$ cat src/rtl/sobel_frame_ctrl.sv
// Frame controller around the Sobel engine: admits one frame of RX pixels,
// latches the threshold, and buffers engine output toward UART TX.
module sobel_frame_ctrl #(
  parameter int ROW        = 180,
  parameter int COL        = 180,
  parameter int OUT_PIXELS = 31684,
  parameter int FIFO_DEPTH = 16,
  parameter int TIMEOUT    = 65535
) (
  input  logic       sys_clk,
  input  logic       sys_rst,
  input  logic       start,
  input  logic [7:0] thr_cfg,
  input  logic [7:0] rx_data,
  input  logic       rx_valid,
  output logic [7:0] pix_data,
  output logic       pix_flag,
  output logic [7:0] thr_out,
  input  logic [7:0] eng_data,
  input  logic       eng_flag,
  output logic [7:0] tx_data,
  output logic       tx_valid,
  input  logic       tx_ready,
  output logic       busy,
  output logic       frame_done,
  output logic       err_ovf,
  output logic       err_timeout
);

  localparam int          PW       = $clog2(FIFO_DEPTH);
  localparam logic [15:0] FRAME_M1 = 16'(ROW * COL - 1);
  localparam logic [15:0] OUT_CNT  = 16'(OUT_PIXELS);
  localparam logic [15:0] TO_M1    = 16'(TIMEOUT - 1);

  typedef enum logic [2:0] {S_IDLE, S_LOAD, S_DRAIN, S_DONE, S_ERR} state_e;

  state_e        state_q, state_d;
  logic [7:0]    thr_q, thr_d;
  logic [15:0]   in_cnt_q, in_cnt_d;
  logic [15:0]   out_cnt_q, out_cnt_d;
  logic [15:0]   idle_cnt_q, idle_cnt_d;
  logic          err_ovf_q, err_ovf_d;
  logic          err_to_q, err_to_d;
  logic          pix_flag_q, pix_flag_d;
  logic [7:0]    pix_data_q, pix_data_d;

  // Output FIFO: extra pointer bit distinguishes full from empty.
  logic [PW:0]   wr_ptr_q, rd_ptr_q;
  logic [7:0]    mem_q [FIFO_DEPTH];
  logic          fifo_empty, fifo_full, pop, push, ovf;

  assign fifo_empty = (wr_ptr_q == rd_ptr_q);
  assign fifo_full  = (wr_ptr_q[PW] != rd_ptr_q[PW]) &&
                      (wr_ptr_q[PW-1:0] == rd_ptr_q[PW-1:0]);
  assign pop        = tx_valid && tx_ready;
  assign push       = eng_flag && (!fifo_full || pop);
  assign ovf        = eng_flag && fifo_full && !pop;

  always_ff @(posedge sys_clk or posedge sys_rst) begin
    if (sys_rst) begin
      wr_ptr_q <= '0;
      rd_ptr_q <= '0;
    end else begin
      if (push) wr_ptr_q <= wr_ptr_q + (PW+1)'(1);
      if (pop)  rd_ptr_q <= rd_ptr_q + (PW+1)'(1);
    end
  end

  always_ff @(posedge sys_clk) begin
    if (push) mem_q[wr_ptr_q[PW-1:0]] <= eng_data;
  end

  always_ff @(posedge sys_clk or posedge sys_rst) begin
    if (sys_rst) begin
      state_q    <= S_IDLE;
      thr_q      <= '0;
      in_cnt_q   <= '0;
      out_cnt_q  <= '0;
      idle_cnt_q <= '0;
      err_ovf_q  <= 1'b0;
      err_to_q   <= 1'b0;
      pix_flag_q <= 1'b0;
      pix_data_q <= '0;
    end else begin
      state_q    <= state_d;
      thr_q      <= thr_d;
      in_cnt_q   <= in_cnt_d;
      out_cnt_q  <= out_cnt_d;
      idle_cnt_q <= idle_cnt_d;
      err_ovf_q  <= err_ovf_d;
      err_to_q   <= err_to_d;
      pix_flag_q <= pix_flag_d;
      pix_data_q <= pix_data_d;
    end
  end

  always_comb begin
    state_d    = state_q;
    thr_d      = thr_q;
    in_cnt_d   = in_cnt_q;
    out_cnt_d  = out_cnt_q;
    idle_cnt_d = idle_cnt_q;
    err_ovf_d  = err_ovf_q;
    err_to_d   = err_to_q;
    pix_flag_d = 1'b0;
    pix_data_d = pix_data_q;

    if ((state_q == S_LOAD || state_q == S_DRAIN) && eng_flag && out_cnt_q != OUT_CNT)
      out_cnt_d = out_cnt_q + 16'd1;

    case (state_q)
      S_IDLE, S_ERR: begin
        if (start) begin
          state_d    = S_LOAD;
          thr_d      = thr_cfg;
          in_cnt_d   = '0;
          out_cnt_d  = '0;
          idle_cnt_d = '0;
          err_ovf_d  = 1'b0;
          err_to_d   = 1'b0;
        end
      end
      S_LOAD: begin
        if (rx_valid) begin
          pix_flag_d = 1'b1;
          pix_data_d = rx_data;
          in_cnt_d   = in_cnt_q + 16'd1;
          if (in_cnt_q == FRAME_M1) state_d = S_DRAIN;
        end
      end
      S_DRAIN: begin
        // Completion is checked first so it wins over a coincident timeout.
        if (out_cnt_q == OUT_CNT && fifo_empty) begin
          state_d = S_DONE;
        end else if (eng_flag) begin
          idle_cnt_d = '0;
        end else if (idle_cnt_q == TO_M1) begin
          state_d  = S_ERR;
          err_to_d = 1'b1;
        end else begin
          idle_cnt_d = idle_cnt_q + 16'd1;
        end
      end
      S_DONE:  state_d = S_IDLE;
      default: state_d = S_IDLE;
    endcase

    if (ovf) err_ovf_d = 1'b1;
  end

  assign pix_flag    = pix_flag_q;
  assign pix_data    = pix_data_q;
  assign thr_out     = thr_q;
  assign tx_valid    = !fifo_empty;
  assign tx_data     = tx_valid ? mem_q[rd_ptr_q[PW-1:0]] : '0;
  assign busy        = (state_q == S_LOAD) || (state_q == S_DRAIN);
  assign frame_done  = (state_q == S_DONE);
  assign err_ovf     = err_ovf_q;
  assign err_timeout = err_to_q;

endmodule

$ cat config.mk
export PLATFORM = sky130hd
export DESIGN_NAME = sobel_frame_ctrl
export DESIGN_NICKNAME = d
export VERILOG_FILES = /design/src/rtl/sobel_frame_ctrl.sv
export SDC_FILE = /design/constraint.sdc
export NUM_CORES = 1
export LEC_CHECK = 0
export BUFFER_PORTS_ARGS = -buffer_cell sky130_fd_sc_hd__buf_2
export CAP_MARGIN = 20
export CORE_ASPECT_RATIO = 0.8
export CORE_MARGIN = 2
export CORE_UTILIZATION = 45
export CTS_CLUSTER_SIZE = 14
export DETAILED_ROUTE_END_ITERATION = 16
export HOLD_SLACK_MARGIN = 0.06
export SYNTH_ARGS = -nofsm -noshare
export SYNTH_HDL_FRONTEND = slang
export SYNTH_SLANG_ARGS = --single-unit
export TNS_END_PERCENT = 10
$ cat constraint.sdc
create_clock -name sys_clk -period 3.4 [get_ports sys_clk]
set_clock_uncertainty 0.05 [all_clocks]
set_input_delay 0.17 -clock sys_clk [delete_from_list [all_inputs] [get_ports sys_clk]]
set_output_delay 0.17 -clock sys_clk [all_outputs]
set_load 0.01 [all_outputs]
== Word level (Yosys, flattened, before mapping) ==
Memories as Yosys holds them, arrays and structs flattened.
Index checks and enable logic that the tools add are counted.

* Equality and inequality tests: 20
* Add/subtract/negate cells: 5
* Mux-type cells: 29
* Reduce and logical (&&, ||, !) cells: 26

{| class="wikitable"
|+ Operators by type and width
! kind !! count
|-
| two-way mux 16 bit || 8
|-
| one-hot mux 16 bit (2 select lines) || 2
|-
| adder 16 x 1 -> 16 bit, second input constant || 3
|-
| equality test 16 x 15 -> 1 bit, second input constant || 2
|-
| two-way mux 3 bit || 6
|-
| equality test 16 bit, second input constant || 1
|-
| != test 16 x 15 -> 1 bit, second input constant || 1
|-
| adder 5 x 1 -> 5 bit, second input constant || 2
|-
| two-way mux 1 bit || 10
|-
| AND reduction 5 bit || 2
|-
| one-hot mux 3 bit (3 select lines) || 1
|-
| logical AND 1 bit || 8
|-
| two-way mux 8 bit || 1
|-
| != test 2 bit, second input constant || 4
|-
| nonzero test 2 bit || 4
|-
| equality test 3 x 2 -> 1 bit, second input constant || 2
|-
| AND reduction 2 bit || 3
|-
| equality test 5 bit || 1
|-
| equality test 4 bit || 1
|-
| != test 2 x 1 -> 1 bit, second input constant || 2
|-
| AND reduction 4 bit || 1
|-
| equality test 3 x 1 -> 1 bit, second input constant || 1
|-
| equality test 3 bit, second input constant || 1
|-
| logical NOT 1 bit || 3
|-
| 9 further kinds || 10
|}

* Memories kept: 1
* Bits in registers: 80
* Word-level logic and storage cells: 92
* Bits in writable memories: 128
* Input port bits: 30

{| class="wikitable"
|+ Memories
! name !! words !! width !! rd ports !! clocked after Yosys merged registers in !! write ports !! line !! text
|-
| mem_q || 16 || 8 || 1 || 0 || 1 || 49 || <nowiki>logic [7:0] mem_q [FIFO_DEPTH];</nowiki>
|}

== Logic depth before layout (Yosys ltp) ==
* Word-level depth: 7
* Depth in mapped cells: 9
* Depth with buffers taken out: 7

== Worst setup path after synthesis ==
No wires, ideal clock.

* Kind: reg-to-reg
* Start point: register rd_ptr_q[0]
* End point: memory mem_q[3][0] (enable)
* Required time: 2.967 ns
* Data arrival time: 2.036 ns
* Period minus slack after synthesis: 2.469 ns
* Buffers on the path: 2
* Setup slack: 0.931 ns
* Stages on the path, launching flop included: 8
* Library setup time: 0.383 ns
* Path through: dfrtp_1 -> buf_2 -> xnor2_1 -> nand4_2 -> o31a_1 -> clkbuf_1 -> nand2_1 -> nor3_1

* Longest elaborated chain between the ends: 7
* Elaborated cells between the ends (all ways): 10

{| class="wikitable"
|+ RTL lines
! what !! line !! text
|-
| from (decl) || 48 || <nowiki>logic [PW:0] wr_ptr_q, rd_ptr_q;</nowiki>
|-
| from (signal assigned) || 65 || <nowiki>if (pop) rd_ptr_q <= rd_ptr_q + (PW+1)'(1);</nowiki>
|-
| equality test 5 bit / equality test 4 bit (equally long branches) || 52, 54 ||
|-
| logical NOT 1 bit / logical AND 1 bit (equally long branches) || 154, 53 ||
|-
| logical AND 1 bit / logical NOT 1 bit (equally long branches) || 55, 56 ||
|-
| logical OR 1 bit * || 56 || <nowiki>assign push = eng_flag && (!fifo_full || pop);</nowiki>
|-
| logical AND 1 bit * || 56 ||
|-
| two-way mux 1 bit * || 70 || <nowiki>if (push) mem_q[wr_ptr_q[PW-1:0]] <= eng_data;</nowiki>
|-
| two-way mux 1 bit (implied by the code) * || 70 ||
|-
| to (decl) || 49 ||
|}

Every way passes the cells marked *; elsewhere a longest branch is shown, timed or not.

== Worst setup path in the final report ==
* Start point: register rd_ptr_q[0]
* End point: output tx_data[6]

* Longest elaborated chain between the ends: 2
* Elaborated cells between the ends (all ways): 3

{| class="wikitable"
|+ RTL lines
! what !! line !! text
|-
| memory (16 x 8 bit) / equality test 5 bit (equally long branches) || n/a ||
|-
| two-way mux 8 bit * || 155 || <nowiki>assign tx_data = tx_valid ? mem_q[rd_ptr_q[PW-1:0]] : '0;</nowiki>
|-
| to (decl) || 21 || <nowiki>output logic [7:0] tx_data,</nowiki>
|}

Marked as above.

==> results.txt <==
* Post-synthesis register bit count: roughly 210
- The worst path meets setup with 0.332 ns of slack.
- Number of endpoints failing setup at the final stage: 0
- Setup total negative slack on the finished layout was measured at 0 ns.
- In this run the worst path has a maximum fanout of 35.
- Worst-margin pin slew: 0.966 ns
- The initial antenna violation count was 0.
- In the global route stage, overall resource usage came out at 19.4%.
- Relative max-transition margin: a little over a third
* Data arrival time at the worst-slack endpoint: 2.85 ns
- Max-cap violations in this run came to 0.
- The netlist uses 59 different library cells.
* Outcome: complete, no violations
- Each instance of the synthesized netlist takes up on average 14.6 um^2.
- After detailed routing, the number of remaining DRC violations is 0.
- Summed over all nets, the half-perimeter wirelength after detailed placement is 13300 um.
- For this run, the top clock speed supported by timing is 0.326 GHz.
- Sort of element at the end of the critical path: output port
- Buffers on Ports: 59
* # fillers: around 1600
- The via count of the first global-routing pass came to 5740.
- Clock tree from TritonCTS: yes
- Standard-cell rows: 46
* Power density normalized to cell area: 759 mW/mm^2
- Net count, final: 786
* Detailed-router iteration count before antenna repair: 5
- Gate count after technology mapping: ~630
* Dominant synthesized flop cell: sky130_fd_sc_hd__edfxtp_1
- Clock latency on the worst-skew pair, taken at its later pin, is 0.51 ns.
- Initial DRC Count: 592
* Critical setup path kind: reg2out
* CTS-repair resized insts: 0
- During I/O placement, the number of pins put on the boundary was 60.
* Unrepaired setup endpoints after global routing: no
* Vias: between 5000 and 6000
- Compared with the post-synthesis result, the final layout area differs by 19.7%.
- Final period util: between 90% and 100%
- Before CTS, the worst setup slack after placement is 0.844 ns.
- Using the TritonRoute via totals, the vias-per-cell ratio works out to ~5.6.
- The initial utilization of the core area, before any placement, comes to 46.0%.
* Placed cell count: 956
* Overall die height: 132 um
* TritonCTS buffer count: 23
- Entering global routing, the biggest net connects 48 pins.
- The tightest hold path in the finished design has a slack of 0.144 ns.
- Routed WL per cell: 19.8 um
- Width of the die: 164 um
- Summing the sequential cell areas from Yosys gives between 60% and 70% of the chip area.
- In the final layout, the share of cells above drive strength 1 is 26.0%.
- RePlAce Congestion: 0.798
- Max-slew violation total from the final report: 0
* Worst vdd rail ir drop: 0.000820 V
- Count of endpoints failing hold in the final timing report: 0
* Clock buffer depth: 3
* Finished Layout Cells: 1027
- The die covers 0.0215 mm^2.
* Total congestion overflow after global routing: 0
* Count of H-tree levels built during CTS: 1
* Fraction of synthesis flops using an asynchronous set or reset pin: 38.5%
- Critical Path Start Type: flop
- Worst EP required: around 3.2 ns
- The Yosys step of the flow raised 0 warnings.
* LEAKAGE: 4.17 nW
- Clock sink total: about 210
* Root buffer cell: sky130_fd_sc_hd__clkbuf_16
- The worst hold path belongs to the class in2reg.
- Number of enable flip-flop cells after synthesis: 128
- Summed over all layers, the routed wires come to 20300 um.
- Post-route antenna net violation count: 0
- CTS clk-pin slew, worst paths: about 0.06 ns
- Summing every instance area after synthesis gives between 0.009 and 0.01 mm^2.
- Diodes inserted: 0
- Counting every net in the synthesized netlist gives 669.
- The worst path needs 3.07 ns of the cycle, external delays included.
- First-pass GRT wire length: 32300 um
* Area of the placeable core: 0.0199 mm^2
-- logic make-up after synthesis --
group | synth area share (%)
flops | 63.8
compound gates | 4.96
fa+ha+maj | 1.37
buf+inv | 2.17
mux | 12.0
xor+xnor | 3.33
simple gates | 12.4
-- sequential cells by signal (all words and copies together) (netlist names) --
signal       count
wr_ptr_q         5
err_timeout      1
mem_q          128
in_cnt_q        16
pix_flag         1
idle_cnt_q      16
err_ovf          1
state_q          3
pix_data         8
out_cnt_q       16
thr_out          8
rd_ptr_q         5
-- placed cells by master (no fill, tap or decap), types with 11 or more instances in the layout --
cell type	Yosys	routed
sky130_fd_sc_hd__nand2_1	61	61
sky130_fd_sc_hd__dlygate4sd3_1	0	29
sky130_fd_sc_hd__buf_4	1	34
sky130_fd_sc_hd__nand4_1	11	11
sky130_fd_sc_hd__dfrtp_1	80	79
sky130_fd_sc_hd__mux4_2	40	40
sky130_fd_sc_hd__xor2_1	16	16
sky130_fd_sc_hd__inv_1	14	13
sky130_fd_sc_hd__edfxtp_1	128	128
sky130_fd_sc_hd__nor2_1	41	41
sky130_fd_sc_hd__a21oi_1	20	20
sky130_fd_sc_hd__nand3_1	26	26
sky130_fd_sc_hd__xnor2_1	17	17
sky130_fd_sc_hd__buf_2	7	59
sky130_fd_sc_hd__clkbuf_16	0	23
-- final timing paths --
path | start | to | slack, ns | depth (start not counted)
max | rd_ptr_q[0] | tx_data[6] | 0.33 | 5
min | rx_valid | pix_flag | 0.14 | 3
max reg2reg | out_cnt_q[0] | state_q[2] | 0.67 | 9
min reg2reg | thr_out[6] | thr_out[6] | 0.42 | 2
max in group asynchronous | sys_rst | rd_ptr_q[0] | 2.29 | 4
min in group asynchronous | sys_rst | thr_out[5] | 0.32 | 3
-- critical path, cell delays in order (launching register included) --
cell and delay (ns):
sky130_fd_sc_hd__dfrtp_2 0.37, sky130_fd_sc_hd__buf_4 0.52, sky130_fd_sc_hd__mux4_2 0.58, sky130_fd_sc_hd__mux4_2 0.52, sky130_fd_sc_hd__and2_1 0.19, sky130_fd_sc_hd__buf_2 0.14
-- synth_stat cells, drive strengths merged (3+ instances only) --
cell type / instances / area, um^2
a2111o: 4 / 45.0
a211oi: 5 / 37.5
a21oi: 20 / 100
and2: 10 / 62.6
and3: 7 / 43.8
and4: 3 / 26.3
buf: 12 / 72.6
clkbuf: 19 / 73.8
dfrtp: 80 / 2000
edfxtp: 128 / 3840
ha: 10 / 125
inv: 14 / 52.6
mux2: 11 / 124
mux2i: 7 / 70.1
mux4: 40 / 901
nand2: 61 / 229
nand2b: 4 / 25.0
nand3: 26 / 130
nand3b: 8 / 60.1
nand4: 15 / 119
nor2: 41 / 154
nor3: 8 / 51.3
nor4: 5 / 46.3
o21ai: 11 / 70.1
o31ai: 6 / 50.1
o41ai: 6 / 52.6
or3: 9 / 56.3
or4: 8 / 60.1
xnor2: 17 / 149
xor2: 17 / 156
-- routing by layer --
metal / vias to the layer above / GRT usage [%] / share of wire (%)
met3: 29 / 3.60 / 6.8
met5: - / 0 / 0
met2: 201 / 29.8 / 47
met1: 2880 / 28.8 / 45
met4: 0 / 4.53 / 1.9
li1: 2627 / - / -
-- layout make-up --
type / count / area, um^2 / share of cell area (%)
Inverter: 14 / 53.8 / 0.491
Multi-Input combinational cell: 376 / 3120 / 28.5
Tap cell: 264 / 330 / 3.01
Timing Repair Buffer: 123 / 861 / 7.85
Clock inverter: 13 / 124 / 1.13
Sequential cell: 208 / 5850 / 53.3
Clock buffer: 29 / 628 / 5.73
-- report_power, final --
group	internal (W)	switching, W
Clock	0.00146	0.000974
Combinational	0.00120	0.00135
Sequential	0.00306	0.000263
-- timing repair --
item | 4_1_cts | 5_1_grt
hold buffers | 29 | 0
setup buffers | 0 | 0
endpoints found under the hold margin | 199 | 0
-- metrics by stage --
| stage | util (%) | power (W) | instance area [um^2] |
|---|---|---|---|
| after floorplan | - | 0.00512 | 9160 |
| after detailed placement | 49.8 | 0.00592 | 9920 |
| after global routing | 55.1 | 0.00875 | 11000 |
| final | 55.1 | 0.00832 | 11000 |
| after global placement | 49.8 | 0.00584 | 9920 |
| after CTS | 55.1 | 0.00840 | 11000 |
Note: power is estimated with default switching activity, not from simulation.
